--- src/rtl/fpu_pkg.sv ---
// Shared FPU definitions: NOP word, RISC-V FP major opcodes, funct5 codes
// and the queue entry layout.
package fpu_pkg;

    localparam logic [31:0] NOP_WORD = 32'h0000_0013;

    localparam logic [6:0] OPC_OP_FP    = 7'b1010011;
    localparam logic [6:0] OPC_LOAD_FP  = 7'b0000111;
    localparam logic [6:0] OPC_STORE_FP = 7'b0100111;

    typedef enum logic [4:0] {
        F5_FADD    = 5'b00000,
        F5_FSUB    = 5'b00001,
        F5_FMUL    = 5'b00010,
        F5_FDIV    = 5'b00011,
        F5_FSGNJ   = 5'b00100,
        F5_FMINMAX = 5'b00101,
        F5_FSQRT   = 5'b01011,
        F5_FCMP    = 5'b10100,
        F5_FCVT_W  = 5'b11000,
        F5_FCVT_S  = 5'b11010,
        F5_FMV_X   = 5'b11100,
        F5_FMV_W   = 5'b11110
    } funct5_e;

    // Instruction word in the upper half so a queue entry reads naturally in waveforms.
    typedef struct packed {
        logic [31:0] inst;
        logic [31:0] intop;
    } entry_t;

    function automatic logic [31:0] make_op_fp(funct5_e f5, logic [4:0] rs2, logic [4:0] rs1,
                                               logic [2:0] rm, logic [4:0] rd);
        return {f5, 2'b00, rs2, rs1, rm, rd, OPC_OP_FP};
    endfunction

endpackage

--- src/rtl/fpu_issue_queue_if.sv ---
// Decode-side and FPU-side signals of the FP issue queue; the queue uses the
// slave view, the decode/FPU environment the master view.
interface fpu_issue_queue_if #(
    parameter int DEPTH = 4
);
    localparam int CW = $clog2(DEPTH + 1);

    logic          in_valid;
    logic          in_ready;
    logic [31:0]   in_inst;
    logic [31:0]   in_intop;
    logic          flush;
    logic          fpu_hazard;
    logic [31:0]   fpu_inst;
    logic          fpu_is_legl;
    logic [31:0]   fpu_intreg;
    logic [CW-1:0] count;

    modport master (
        output in_valid, in_inst, in_intop, flush, fpu_hazard,
        input  in_ready, fpu_inst, fpu_is_legl, fpu_intreg, count
    );

    modport slave (
        input  in_valid, in_inst, in_intop, flush, fpu_hazard,
        output in_ready, fpu_inst, fpu_is_legl, fpu_intreg, count
    );

endinterface

--- src/rtl/fpu_issue_fifo.sv ---
// Circular buffer of instruction/operand pairs with occupancy count; flush
// drops everything by snapping the read pointer onto the write pointer.
module fpu_issue_fifo
    import fpu_pkg::*;
#(
    parameter  int DEPTH = 4,
    localparam int PW    = $clog2(DEPTH),
    localparam int CW    = $clog2(DEPTH + 1)
) (
    input  logic          clk,
    input  logic          rst,
    input  logic          push,
    input  logic          pop,
    input  logic          flush,
    input  entry_t        wr_data,
    output entry_t        rd_data,
    output logic [CW-1:0] count
);

    entry_t        mem [DEPTH];
    logic [PW-1:0] rd_ptr;
    logic [PW-1:0] wr_ptr;

    // NOTE: storage has no reset; count alone decides which entries are meaningful.
    always_ff @(posedge clk) begin
        if (push) begin
            mem[wr_ptr] <= wr_data;
        end
    end

    always_ff @(posedge clk or posedge rst) begin
        if (rst) begin
            rd_ptr <= '0;
            wr_ptr <= '0;
            count  <= '0;
        end else if (flush) begin
            rd_ptr <= wr_ptr;
            count  <= '0;
        end else begin
            if (push) wr_ptr <= wr_ptr + 1'b1;
            if (pop)  rd_ptr <= rd_ptr + 1'b1;
            case ({push, pop})
                2'b10:   count <= count + 1'b1;
                2'b01:   count <= count - 1'b1;
                default: count <= count;
            endcase
        end
    end

    assign rd_data = mem[rd_ptr];

endmodule

--- src/rtl/fpu_issue_queue.sv ---
// FP issue stage: buffers decoded FP instructions, issues the head unless the
// FPU reports a hazard, and delays the integer operand one cycle toward FPU stage 1.
module fpu_issue_queue
    import fpu_pkg::*;
#(
    parameter int          DEPTH = 4,
    parameter logic [31:0] NOP   = NOP_WORD
) (
    input logic              clk,
    input logic              rst,
    fpu_issue_queue_if.slave bus
);

    localparam int            CW      = $clog2(DEPTH + 1);
    localparam logic [CW-1:0] DEPTH_C = CW'(DEPTH);

    logic          push;
    logic          pop;
    logic          head_valid;
    logic          ready;
    logic [CW-1:0] fifo_count;
    entry_t        head;
    entry_t        wr_entry;
    logic [31:0]   intreg;

    assign wr_entry   = '{inst: bus.in_inst, intop: bus.in_intop};
    assign head_valid = (fifo_count != '0);

    // No pass-through when full: a slot freed by this cycle's issue is usable next cycle.
    assign ready = (fifo_count < DEPTH_C);
    assign push  = bus.in_valid & ready & ~bus.flush;
    assign pop   = head_valid & ~bus.fpu_hazard & ~bus.flush;

    fpu_issue_fifo #(
        .DEPTH (DEPTH)
    ) u_fifo (
        .clk     (clk),
        .rst     (rst),
        .push    (push),
        .pop     (pop),
        .flush   (bus.flush),
        .wr_data (wr_entry),
        .rd_data (head),
        .count   (fifo_count)
    );

    // Operand lands one cycle after issue, alongside the instruction in FPU stage 1.
    always_ff @(posedge clk or posedge rst) begin
        if (rst) begin
            intreg <= '0;
        end else if (pop) begin
            intreg <= head.intop;
        end
    end

    assign bus.in_ready    = ready;
    assign bus.fpu_inst    = head_valid ? head.inst : NOP;
    assign bus.fpu_is_legl = pop;
    assign bus.fpu_intreg  = intreg;
    assign bus.count       = fifo_count;

endmodule

--- src/flat_wrapper.sv ---
// flat-port wrapper written by rule: the top's interface ports become plain ports
module fpu_issue_queue_flat import fpu_pkg::*;
#(
    parameter int          DEPTH = 4,
    parameter logic [31:0] NOP   = NOP_WORD
)
  (clk, rst, bus_in_valid, bus_in_inst, bus_in_intop, bus_flush, bus_fpu_hazard, bus_in_ready, bus_fpu_inst, bus_fpu_is_legl, bus_fpu_intreg, bus_count);
  fpu_issue_queue_if #(.DEPTH(DEPTH)) bus_i ();
  input logic clk;
  input logic rst;
  input wire logic [$bits(bus_i.in_valid)-1:0] bus_in_valid;
  input wire logic [$bits(bus_i.in_inst)-1:0] bus_in_inst;
  input wire logic [$bits(bus_i.in_intop)-1:0] bus_in_intop;
  input wire logic [$bits(bus_i.flush)-1:0] bus_flush;
  input wire logic [$bits(bus_i.fpu_hazard)-1:0] bus_fpu_hazard;
  output wire logic [$bits(bus_i.in_ready)-1:0] bus_in_ready;
  output wire logic [$bits(bus_i.fpu_inst)-1:0] bus_fpu_inst;
  output wire logic [$bits(bus_i.fpu_is_legl)-1:0] bus_fpu_is_legl;
  output wire logic [$bits(bus_i.fpu_intreg)-1:0] bus_fpu_intreg;
  output wire logic [$bits(bus_i.count)-1:0] bus_count;
  assign bus_i.in_valid = bus_in_valid;
  assign bus_i.in_inst = bus_in_inst;
  assign bus_i.in_intop = bus_in_intop;
  assign bus_i.flush = bus_flush;
  assign bus_i.fpu_hazard = bus_fpu_hazard;
  assign bus_in_ready = bus_i.in_ready;
  assign bus_fpu_inst = bus_i.fpu_inst;
  assign bus_fpu_is_legl = bus_i.fpu_is_legl;
  assign bus_fpu_intreg = bus_i.fpu_intreg;
  assign bus_count = bus_i.count;
  fpu_issue_queue #(.DEPTH(DEPTH), .NOP(NOP)) u_core (.clk(clk), .rst(rst), .bus(bus_i));
endmodule
--- config.mk ---
export PLATFORM = sky130hd
export DESIGN_NAME = fpu_issue_queue_flat
export DESIGN_NICKNAME = d
export VERILOG_FILES = /design/src/rtl/fpu_pkg.sv /design/src/rtl/fpu_issue_queue_if.sv /design/src/rtl/fpu_issue_fifo.sv /design/src/rtl/fpu_issue_queue.sv /design/src/flat_wrapper.sv
export SDC_FILE = /design/constraint.sdc
export NUM_CORES = 1
export LEC_CHECK = 0
export ABC_CLOCK_PERIOD_IN_PS = 4000
export BUFFER_PORTS_ARGS = -buffer_cell sky130_fd_sc_hd__buf_4
export CORE_MARGIN = 5
export CORE_UTILIZATION = 57
export DETAILED_ROUTE_END_ITERATION = 8
export GPL_TIMING_DRIVEN = 0
export PLACE_DENSITY = 0.84
export SYNTH_ARGS = -nofsm -noshare
export SYNTH_HDL_FRONTEND = slang
export SYNTH_SLANG_ARGS = --single-unit
--- constraint.sdc ---
create_clock -name clk -period 4 [get_ports clk]
set_input_delay 1.2 -clock clk [delete_from_list [all_inputs] [get_ports clk]]
set_output_delay 1.2 -clock clk [all_outputs]
set_load 0.02 [all_outputs]
==> impl_metrics.tcl <==
set metrics [dict create \
    rsz0062_at_grt "false" \
    seqCellArea_sq_um 8663 \
    post-place-ws_ps 255.6 \
    p_total_mw 8.690 \
    drt_iter0_markers 280 \
    grt_usage_pct 18.99 \
    max_slew_margin_pct 57.14 \
    gr-total-overflow 0 \
    p_leak_nw 4.773 \
    final_common_cell "edfxtp_1" \
    io_pins 138 \
    clkSinkCount 295 \
    design.die.area_sq_um 22470 \
    gp_congestion 0.7010 \
    finalHoldViolations 0 \
    cp_max_fo 10 \
    syn_inst 492 \
    fin_worst_skew_ps 8.706 \
    clk_pin_slew_worst_paths_ps 60 \
    grt_pass1_wl_mm 32.58 \
    place_hpwl_mm 13.28 \
    synth-async-reset-ratio_pct 13.22 \
    final_util_pct 69.83 \
    fin_crit_sh_pct 94.07 \
    grt_max_degree 41 \
    cts_buffer_depth 3 \
    netlist_area_sq_um 11160 \
    cts_setup_buffers 0 \
    cp.arrival_ps 2560 \
    cp.required_ps 2800 \
    nets 737 \
    hold_class "reg -> reg" \
    worstMarginPinSlew_ps 642.9 \
    hold_buffers 0 \
    ys_seq_area_share_pct 77.64 \
    syn_to_final_growth_pct 21.41 \
    yosysTopAreaCell "edfxtp_1" \
    drc 0 \
    ant_nets 0 \
    die_h_um 149.9 \
    routedWlPerCell_um 21.68 \
    drive_gt1_share_pct 44.23 \
    endpoint_kind "output pin" \
    finalSetupViolations 0 \
    synth_warnings 0 \
    coreArea_sq_um 19400 \
    wl_mm 20.60 \
    ir_drop_mv 0.4585 \
    grt_pass1_vias 5782 \
    cts_tree "done" \
    final_area_sq_um 13550 \
    drv_cap 0 \
    start_util_pct 57.52 \
    drv_slew 0 \
    fill_cells 1226 \
    synth_edf_count 256 \
    fin_ws_ps 237.3 \
    yosys-top-cells-area "edfxtp_1, mux4_2, dfrtp_1" \
    layout_common_cells "edfxtp_1, buf_4, mux4_2" \
    ctsHtreeMaxLevel 1 \
    worstSetupPathType "reg -> out" \
    outcome "complete, no violations" \
    dr.pass1.iters 4 \
    clk_latency_ps 520 \
    synth_seq_cells 295 \
    startpoint_type "register" \
    multi_input_area_sq_um 2312 \
    clock.fmax_mhz 265.8 \
    post_cts_resized 0 \
    placed_area_sq_um 12640 \
    num_rows 51 \
    cts_buffers 28 \
    post-route-min-period_ps 3763 \
    synth_area_per_cell_sq_um 22.68 \
    via_count 5275 \
    portBuffers 136 \
    n_antenna_cell 0 \
    die_x_um 149.9 \
    ys.flop_type "edfxtp_1" \
    synth.distinct_cells 33 \
    via_per_inst 5.553 \
    synth_top_area_share_pct 68.89 \
    antenna_found_initial 0 \
    synth_nets 566 \
    root_buffer "clkbuf_16" \
    p_per_area_nw_per_um2 641.5 \
]
==> state kept, by name, summed over array words and instances (netlist names) <==
signal and cells:
u_core.u_fifo.wr_ptr 2, u_core.bus.fpu_intreg 32, u_core.u_fifo.rd_ptr 2, u_core.u_fifo.mem 256
u_core.u_fifo.count 3
==> power by group <==
part / internal, mW / switching (mW)
Sequential: 3.80 / 0.163
Combinational: 1.11 / 1.07
Clock: 1.51 / 1.03
==> cell usage after synthesis (all sizes together), types with 2 or more instances <==
cell,n
edfxtp,256
mux4,64
dfrtp,39
mux2,32
nor2b,29
buf,17
clkbuf,8
inv,6
and2,4
ha,4
o21ai,4
nor4,3
o211ai,3
or2,3
a31oi,2
nor2,2
nor3,2
or4,2
xor2,2
==> routing by layer <==
metal  vias to the layer above  GRT usage (%)  part of all wire (%)
met5                         -              0                     0
met4                         0          3.431                   1.5
met3                        29          4.846                   7.8
met2                       167          32.64                    52
met1                      2717          25.19                    39
li1                       2362              -                     -
==> cell type report <==
cell class              count  share of cell area [%]
multi-input cells         166                   17.07
inverters                   6                  0.1847
clock inverters            16                   1.118
flip-flops and latches    295                   63.95
plain buffers              25                   1.238
repair buffers            141                   8.442
well taps                 265                   2.448
clock buffers              36                   5.551
==> critical path, cell delays in order (launching register included) <==
cell and delay (ps):
dfrtp_1 360, buf_2 280, clkbuf_1 540, mux4_2 410
or2_2 290, buf_4 160
==> kinds of logic after synthesis <==
kind of cell | Yosys count | share of synthesized area [%]
compound gates | 13 | 0.7961
xor+xnor | 3 | 0.2355
fa+ha+maj | 5 | 0.6280
buf+inv | 31 | 1.727
flops | 295 | 77.64
mux | 96 | 16.15
simple gates | 49 | 2.826
==> through the flow <==
step           TNS, ps  hold slack, ps  instances
3_5_place_dp         0           498.3        898
6_report             0           508.6        950
3_3_place_gp   -266610           490.8        893
5_1_grt              0           514.3        950
4_1_cts              0           512.0        950
2_1_floorplan        0           568.7        492
==> final timing paths <==
kind	from	to	slack, ps	cells past startpoint
min reg2reg	u_core.bus.fpu_intreg[23]$_DFFE_PP0P_	u_core.bus.fpu_intreg[23]$_DFFE_PP0P_	510	1
min in group asynchronous	rst	u_core.bus.fpu_intreg[18]$_DFFE_PP0P_	740	2
min	u_core.bus.fpu_intreg[23]$_DFFE_PP0P_	u_core.bus.fpu_intreg[23]$_DFFE_PP0P_	510	1
max	u_core.u_fifo.rd_ptr[1]$_DFFE_PP0P_	bus_fpu_inst[0]	240	5
max reg2reg	u_core.u_fifo.count[2]$_DFFE_PP0P_	u_core.u_fifo.count[1]$_DFFE_PP0P_	1220	7
max in group asynchronous	rst	u_core.bus.fpu_intreg[31]$_DFFE_PP0P_	2750	3
(Power assumes the default switching activity.)
